$ cat src/rtl/muldiv_ctl_if.sv
// Pipeline-to-HI/LO-sequencer bundle: D/E instructions in, start/commit/stall controls out.
// master = pipeline side driving instructions, slave = muldiv_ctl.
interface muldiv_ctl_if;
  logic [31:0] instrD;
  logic [31:0] instrE;
  logic        enE;
  logic        md_start;
  logic [1:0]  md_op;
  logic        md_busy;
  logic        hilo_we;
  logic        mthi_we;
  logic        mtlo_we;
  logic        stall_md;

  modport master (
    output instrD, instrE, enE,
    input  md_start, md_op, md_busy, hilo_we, mthi_we, mtlo_we, stall_md
  );

  modport slave (
    input  instrD, instrE, enE,
    output md_start, md_op, md_busy, hilo_we, mthi_we, mtlo_we, stall_md
  );
endinterface

$ cat src/rtl/muldiv_ctl.sv
// Sequencer for an iterative mult/div HI/LO unit: start pulse in E, commit N cycles later.
// Latency MULT_CYCLES/DIV_CYCLES; stalls D on any HI/LO access while the unit is occupied.
module muldiv_ctl #(
  parameter int MULT_CYCLES = 5,
  parameter int DIV_CYCLES  = 10
) (
  input  logic          clk,
  input  logic          rst_n,
  muldiv_ctl_if.slave   bus
);

  localparam logic [0:0] S_IDLE = 1'b0;
  localparam logic [0:0] S_BUSY = 1'b1;

  localparam logic [3:0] MULT_LOAD = 4'(MULT_CYCLES - 1);
  localparam logic [3:0] DIV_LOAD  = 4'(DIV_CYCLES - 1);

  logic [0:0] state_q, state_d;
  logic [3:0] cnt_q, cnt_d;

  logic [5:0] funct_e, funct_d;
  logic       special_e, special_d;
  logic       md_class_e, hilo_class_d;
  logic       is_mthi_e, is_mtlo_e;
  logic       start, busy;

  always_comb begin
    special_e    = (bus.instrE[31:26] == 6'd0);
    special_d    = (bus.instrD[31:26] == 6'd0);
    funct_e      = bus.instrE[5:0];
    funct_d      = bus.instrD[5:0];
    // 0x18..0x1B are the mult/div group, 0x10..0x13 the HI/LO moves
    md_class_e   = special_e && (funct_e[5:2] == 4'b0110);
    hilo_class_d = special_d && ((funct_d[5:2] == 4'b0110) || (funct_d[5:2] == 4'b0100));
    is_mthi_e    = special_e && (funct_e == 6'h11);
    is_mtlo_e    = special_e && (funct_e == 6'h13);
  end

  // rst_n gates the combinational outputs so they read 0 for the whole reset window
  assign start = rst_n && bus.enE && md_class_e && (state_q == S_IDLE);
  assign busy  = rst_n && (start || (state_q == S_BUSY));

  always_comb begin
    state_d = state_q;
    cnt_d   = cnt_q;
    if (state_q == S_IDLE) begin
      if (start) begin
        state_d = S_BUSY;
        cnt_d   = funct_e[1] ? DIV_LOAD : MULT_LOAD;
      end
    end else begin
      if (cnt_q == 4'd0) begin
        state_d = S_IDLE;
      end else begin
        cnt_d = cnt_q - 4'd1;
      end
    end
  end

  always_ff @(posedge clk or negedge rst_n) begin
    if (!rst_n) begin
      state_q <= S_IDLE;
      cnt_q   <= 4'd0;
    end else begin
      state_q <= state_d;
      cnt_q   <= cnt_d;
    end
  end

  assign bus.md_start = start;
  assign bus.md_op    = start ? funct_e[1:0] : 2'b00;
  assign bus.md_busy  = busy;
  assign bus.hilo_we  = rst_n && (state_q == S_BUSY) && (cnt_q == 4'd0);
  assign bus.mthi_we  = rst_n && bus.enE && is_mthi_e && !busy;
  assign bus.mtlo_we  = rst_n && bus.enE && is_mtlo_e && !busy;
  assign bus.stall_md = busy && hilo_class_d;

endmodule

$ cat src/flat_wrapper.sv
// flat-port wrapper written by rule: the top's interface ports become plain ports
module muldiv_ctl_flat 
#(
  parameter int MULT_CYCLES = 5,
  parameter int DIV_CYCLES  = 10
)
  (clk, rst_n, bus_instrD, bus_instrE, bus_enE, bus_md_start, bus_md_op, bus_md_busy, bus_hilo_we, bus_mthi_we, bus_mtlo_we, bus_stall_md);
  muldiv_ctl_if bus_i ();
  input  logic clk;
  input  logic rst_n;
  input wire logic [$bits(bus_i.instrD)-1:0] bus_instrD;
  input wire logic [$bits(bus_i.instrE)-1:0] bus_instrE;
  input wire logic [$bits(bus_i.enE)-1:0] bus_enE;
  output wire logic [$bits(bus_i.md_start)-1:0] bus_md_start;
  output wire logic [$bits(bus_i.md_op)-1:0] bus_md_op;
  output wire logic [$bits(bus_i.md_busy)-1:0] bus_md_busy;
  output wire logic [$bits(bus_i.hilo_we)-1:0] bus_hilo_we;
  output wire logic [$bits(bus_i.mthi_we)-1:0] bus_mthi_we;
  output wire logic [$bits(bus_i.mtlo_we)-1:0] bus_mtlo_we;
  output wire logic [$bits(bus_i.stall_md)-1:0] bus_stall_md;
  assign bus_i.instrD = bus_instrD;
  assign bus_i.instrE = bus_instrE;
  assign bus_i.enE = bus_enE;
  assign bus_md_start = bus_i.md_start;
  assign bus_md_op = bus_i.md_op;
  assign bus_md_busy = bus_i.md_busy;
  assign bus_hilo_we = bus_i.hilo_we;
  assign bus_mthi_we = bus_i.mthi_we;
  assign bus_mtlo_we = bus_i.mtlo_we;
  assign bus_stall_md = bus_i.stall_md;
  muldiv_ctl #(.MULT_CYCLES(MULT_CYCLES), .DIV_CYCLES(DIV_CYCLES)) u_core (.clk(clk), .rst_n(rst_n), .bus(bus_i));
endmodule
$ cat config.mk
export PLATFORM = sky130hd
export DESIGN_NAME = muldiv_ctl_flat
export DESIGN_NICKNAME = d
export VERILOG_FILES = /design/src/rtl/muldiv_ctl_if.sv /design/src/rtl/muldiv_ctl.sv /design/src/flat_wrapper.sv
export SDC_FILE = /design/constraint.sdc
export NUM_CORES = 1
export LEC_CHECK = 0
export ABC_AREA = 1
export CORE_UTILIZATION = 22
export DETAILED_ROUTE_END_ITERATION = 16
export PLACE_DENSITY = 0.87
export SLEW_MARGIN = 10
export SYNTH_ARGS = -nofsm -noshare
export SYNTH_HDL_FRONTEND = slang
export SYNTH_SLANG_ARGS = --single-unit
$ cat constraint.sdc
create_clock -name clk -period 1.8 [get_ports clk]
set_clock_uncertainty 0.2 [all_clocks]
set_input_delay 0.36 -clock clk [delete_from_list [all_inputs] [get_ports clk]]
set_output_delay 0.36 -clock clk [all_outputs]
set_load 0.005 [all_outputs]
---- After elaboration in Yosys (flattened, before gate mapping) ----
Index checks and enable logic that the tools add are counted.
cells by class
  mux-type cells .......................... 8
  equality and inequality tests ........... 6
  bitwise gates (word level) .............. 1
  add/sub/neg operators ................... 1
  reduce and logical (&&, ||, !) cells .... 23
operators with widths
  kind                 count
  $mux 4               4
  $logic_and 1x1->1    15
  $eq 4x3->1 const B   3
  $eq 6x5->1 const B   2
  $logic_not 6->1      2
  $logic_not 4->1      1
  $sub 4x1->4 const B  1
  $mux 1               3
  $logic_or 1x1->1     2
  $mux 2               1
  $ne 2x2->1 const B   1
  $reduce_and 2->1     1
  $reduce_bool 2->1    1
  $logic_not 1->1      1
  $not 1->1            1
storage, ports and cells
  flip-flop bits (word level) ............. 5
  output and inout bits ................... 8
  word-level logic and storage cells ...... 41
  input bits .............................. 67

---- Logic depth before layout (Yosys ltp) ----
  word-level depth ........................ 8
  mapped depth ............................ 9
  mapped depth without buffers ............ 9

---- Worst setup path after synthesis ----
No wires, ideal clock.
  path type ............................... input to output
  start ................................... input bus_instrE[31]
  end ..................................... output bus_mthi_we
  setup slack ............................. 0.263 ns
  stages .................................. 4
  data arrival time ....................... 0.977 ns
  required time ........................... 1.240 ns
  buffers on the path ..................... 0
  path through ............................ or2_4 -> nor2_8 -> nand4_1 -> nor2_1
between the ends
  word-level cells in the longest chain between the ends .. 8
  elaborated cells on any way between the ends .. 10
  those cells by class .................... 10 x reduce/logical
ends and longest elaborated chain
  element                         RTL line            text
  from (decl)                     flat_wrapper.sv:12  input wire logic [$bits(bus_i.instrE)-1:0] bus_instrE;
  $logic_not 6->1 (*)             muldiv_ctl.sv:28    special_e = (bus.instrE[31:26] == 6'd0);
  $logic_and 1x1->1               muldiv_ctl.sv:33    md_class_e = special_e && (funct_e[5:2] == 4'b0110);
  $logic_and 1x1->1 (2 in a row)  muldiv_ctl.sv:40    assign start = rst_n && bus.enE && md_class_e && (state_q == S_IDLE);
  $logic_or 1x1->1                muldiv_ctl.sv:41    assign busy = rst_n && (start || (state_q == S_BUSY));
  $logic_and 1x1->1               muldiv_ctl.sv:41
  $logic_not 1->1                 muldiv_ctl.sv:74    assign bus.mthi_we = rst_n && bus.enE && is_mthi_e && !busy;
  $logic_and 1x1->1 (*)           muldiv_ctl.sv:74
  to (decl)                       flat_wrapper.sv:18  output wire logic [$bits(bus_i.mthi_we)-1:0] bus_mthi_we;
Every way passes the cells marked *; elsewhere a longest branch is shown, timed or not.

---- Final worst setup path ----
  start ................................... input bus_instrE[30]
  end ..................................... output bus_mtlo_we
between the ends
  word-level cells in the longest chain between the ends .. 8
  elaborated cells on any way between the ends .. 10
  those cells by class .................... 10 x reduce/logical
ends and longest elaborated chain
  element                         RTL line            text
  $logic_not 6->1 (*)             muldiv_ctl.sv:28
  $logic_and 1x1->1               muldiv_ctl.sv:33
  $logic_and 1x1->1 (2 in a row)  muldiv_ctl.sv:40
  $logic_or 1x1->1                muldiv_ctl.sv:41
  $logic_and 1x1->1               muldiv_ctl.sv:41
  $logic_not 1->1                 muldiv_ctl.sv:75    assign bus.mtlo_we = rst_n && bus.enE && is_mtlo_e && !busy;
  $logic_and 1x1->1 (*)           muldiv_ctl.sv:75
  to (decl)                       flat_wrapper.sv:19  output wire logic [$bits(bus_i.mtlo_we)-1:0] bus_mtlo_we;
Marked as above.

==> flow_summary.ini <==
[layout]
area_delta_synth_final_pct = 114
fillers = 192
drive_gt1_share_pct = 52.3
layout_common_cells = buf_4, buf_2, nor2_1, nand2_1
stdcell_area_um2 = 1050
mostFrequentLayoutCell = buf_4
antenna_cells = 0
seq_area_um2 = 125
stdcell_count = 157
multi_input_area_um2 = 398
layout.nets = 199

[outcome]
status = complete, but fails checks
failed_checks = setup timing

[die]
ios = 75
die_x_um = 49.2
die-area_um2 = 2420
coreArea_um2 = 2020
die_h_um = 49.2
start_util_pct = 24.3
fp-row-count = 16

[power]
total_power_uw = 773
leakage_uw = 0.000627
peakVddDrop_mv = 0.558
power_density_nw_per_um2 = 736

[synth]
ys_ff_latch = 5
postSynthAreaPerCell_um2 = 6.63
synthDistinctLibCells = 17
yosys_warnings = 0
syn-num-nets = 142
synth_cells = 74
syn-cell-area_um2 = 490
synth-seq-area-share_pct = 25.5

[timing]
whs_ps = 385
max_freq_mhz = 533
layout_setup_ws_ps = -75.0
rsz0062_at_grt = yes
slew_headroom_pct = 87.9
worst_pin_slew_ps = 179
finalSetupViolations = 1
period_share_pct = 104
finalCriticalPeriod_ps = 1870
hold_viol_final = 0
maxSlewViolCount = 0

[setup_path]
r2r_slack_ps = 320
worst-path-max-fanout = 3
cp-start-kind = input port
critPathArrivalTime_ps = 1310
reg2reg_to = u_core.cnt_q[0]
reg2reg_depth = 10
r2r-start = u_core.cnt_q[0]
cp.required_ps = 1240
worstSetupPathType = input port to primary output
cp-end-kind = primary output

[min_path]
min_to = u_core.cnt_q[3]
min_from = u_core.cnt_q[3]
hold_class = flop to flop
whs_path_depth = 2

[job]
cap_violations = 0

[global_route]
grt_pass1_vias = 710
grt.total_usage_pct = 16.5
grt_pass1_wl_um = 3020
grt-ovfl-total = 0
grt_start_max_net_pins = 6
antenna_found_initial = 0

[detailed_routing]
via_count = 677
drtAntennaViolNets = 0
firstDrtPassIters = 4
wl_um = 1960
wl_per_cell_um = 12.5
drc = 0
via_per_inst = 4.31
drtIter0Drc = 15

[placement]
place_area_um2 = 917
dp_hpwl_um = 1240
dp_cells = 143
finalWeightedCongestion = 0.776
pre_cts_ws_ps = -728
io_buffers = 31

[clocking]
path_clk_slew_ps = 50
cts_sinks = 5
tritoncts = done
clk_path_buf_depth = 2
clk_root_buffer_cell = clkbuf_4
clk-insertion-delay-late_ps = 240
cts-buffers-inserted = 3
htreeDepth = 1
-- metrics by stage --
stage	util, %	TNS (ps)
finish	51.9	-75.0
floorplan	-	0
CTS	49.3	-51.5
global placement	45.4	-5190
global route	51.9	-183
detailed placement	45.4	-5420
-- Yosys cell counts (all sizes together) --
cell    n  area (µm²)
nand2  18        95.1
nor2   18        91.3
inv    13        48.8
nand3  11        67.6
dfrtp   5         125
a21oi   2        10.0
nand4   2        12.5
or2     2        15.0
ha      1        12.5
nor3b   1        7.51
o21ai   1        5.00
-- sequential cells by signal, summed over array words and instances (netlist names) --
name and cells:
u_core.cnt_q 4, u_core.state_q 1
-- critical path, cell delays in order --
cell and delay (ps):
buf_6 90, or2_4 260, nor2_8 110, nand4_1 130, buf_4 160, nor2_1 90
buf_2 120
-- layout make-up --
cell class,instances,share of cell area (%)
timing repair buffer,52,39.8
multi-input combinational,56,37.9
clock buffer,4,2.50
sequential,5,11.9
inverter,13,4.65
tap,27,3.22
-- kinds of logic after synthesis --
kind of cell / after synthesis / synth area share (%)
buf+inv: 13 / 9.95
simple gates: 52 / 58.9
compound gates: 3 / 3.06
flops: 5 / 25.5
fa+ha+maj: 1 / 2.55
-- metal layers --
metal,GRT usage (%),vias up,wire length [µm]
met5,0,-,0
met4,4.41,0,8
met3,2.80,2,99
met2,35.8,28,1120
met1,14.7,305,729
li1,-,342,-
-- timing repair --
item                                   in CTS  in global routing
endpoints found under the hold margin       0                  5
setup buffers                               7                  2
hold buffers                                0                  1
pin swaps                                  17                 14
setup endpoints to repair                   8                  7
resized for setup                          96                 16
-- power by group --
| group | switching [µW] | internal, µW | total, µW |
|---|---|---|---|
| combinational | 209 | 243 | 452 |
| clock | 47.3 | 83.9 | 131 |
| sequential | 32.7 | 157 | 190 |
| total | 289 | 483 | 773 |
-- worst max-delay path by stage --
stage | from | to | slack, ps | cells after the start
3_3_place_gp | rst_n | bus_stall_md | -720 | 6
4_1_cts | bus_instrE[30] | bus_mtlo_we | -40 | 7
2_1_floorplan | bus_instrE[31] | bus_mthi_we | 260 | 4
6_report | bus_instrE[30] | bus_mtlo_we | -70 | 7
3_5_place_dp | rst_n | bus_stall_md | -730 | 6
5_1_grt | bus_instrE[30] | bus_mtlo_we | -120 | 7
(Power assumes the default switching activity.)
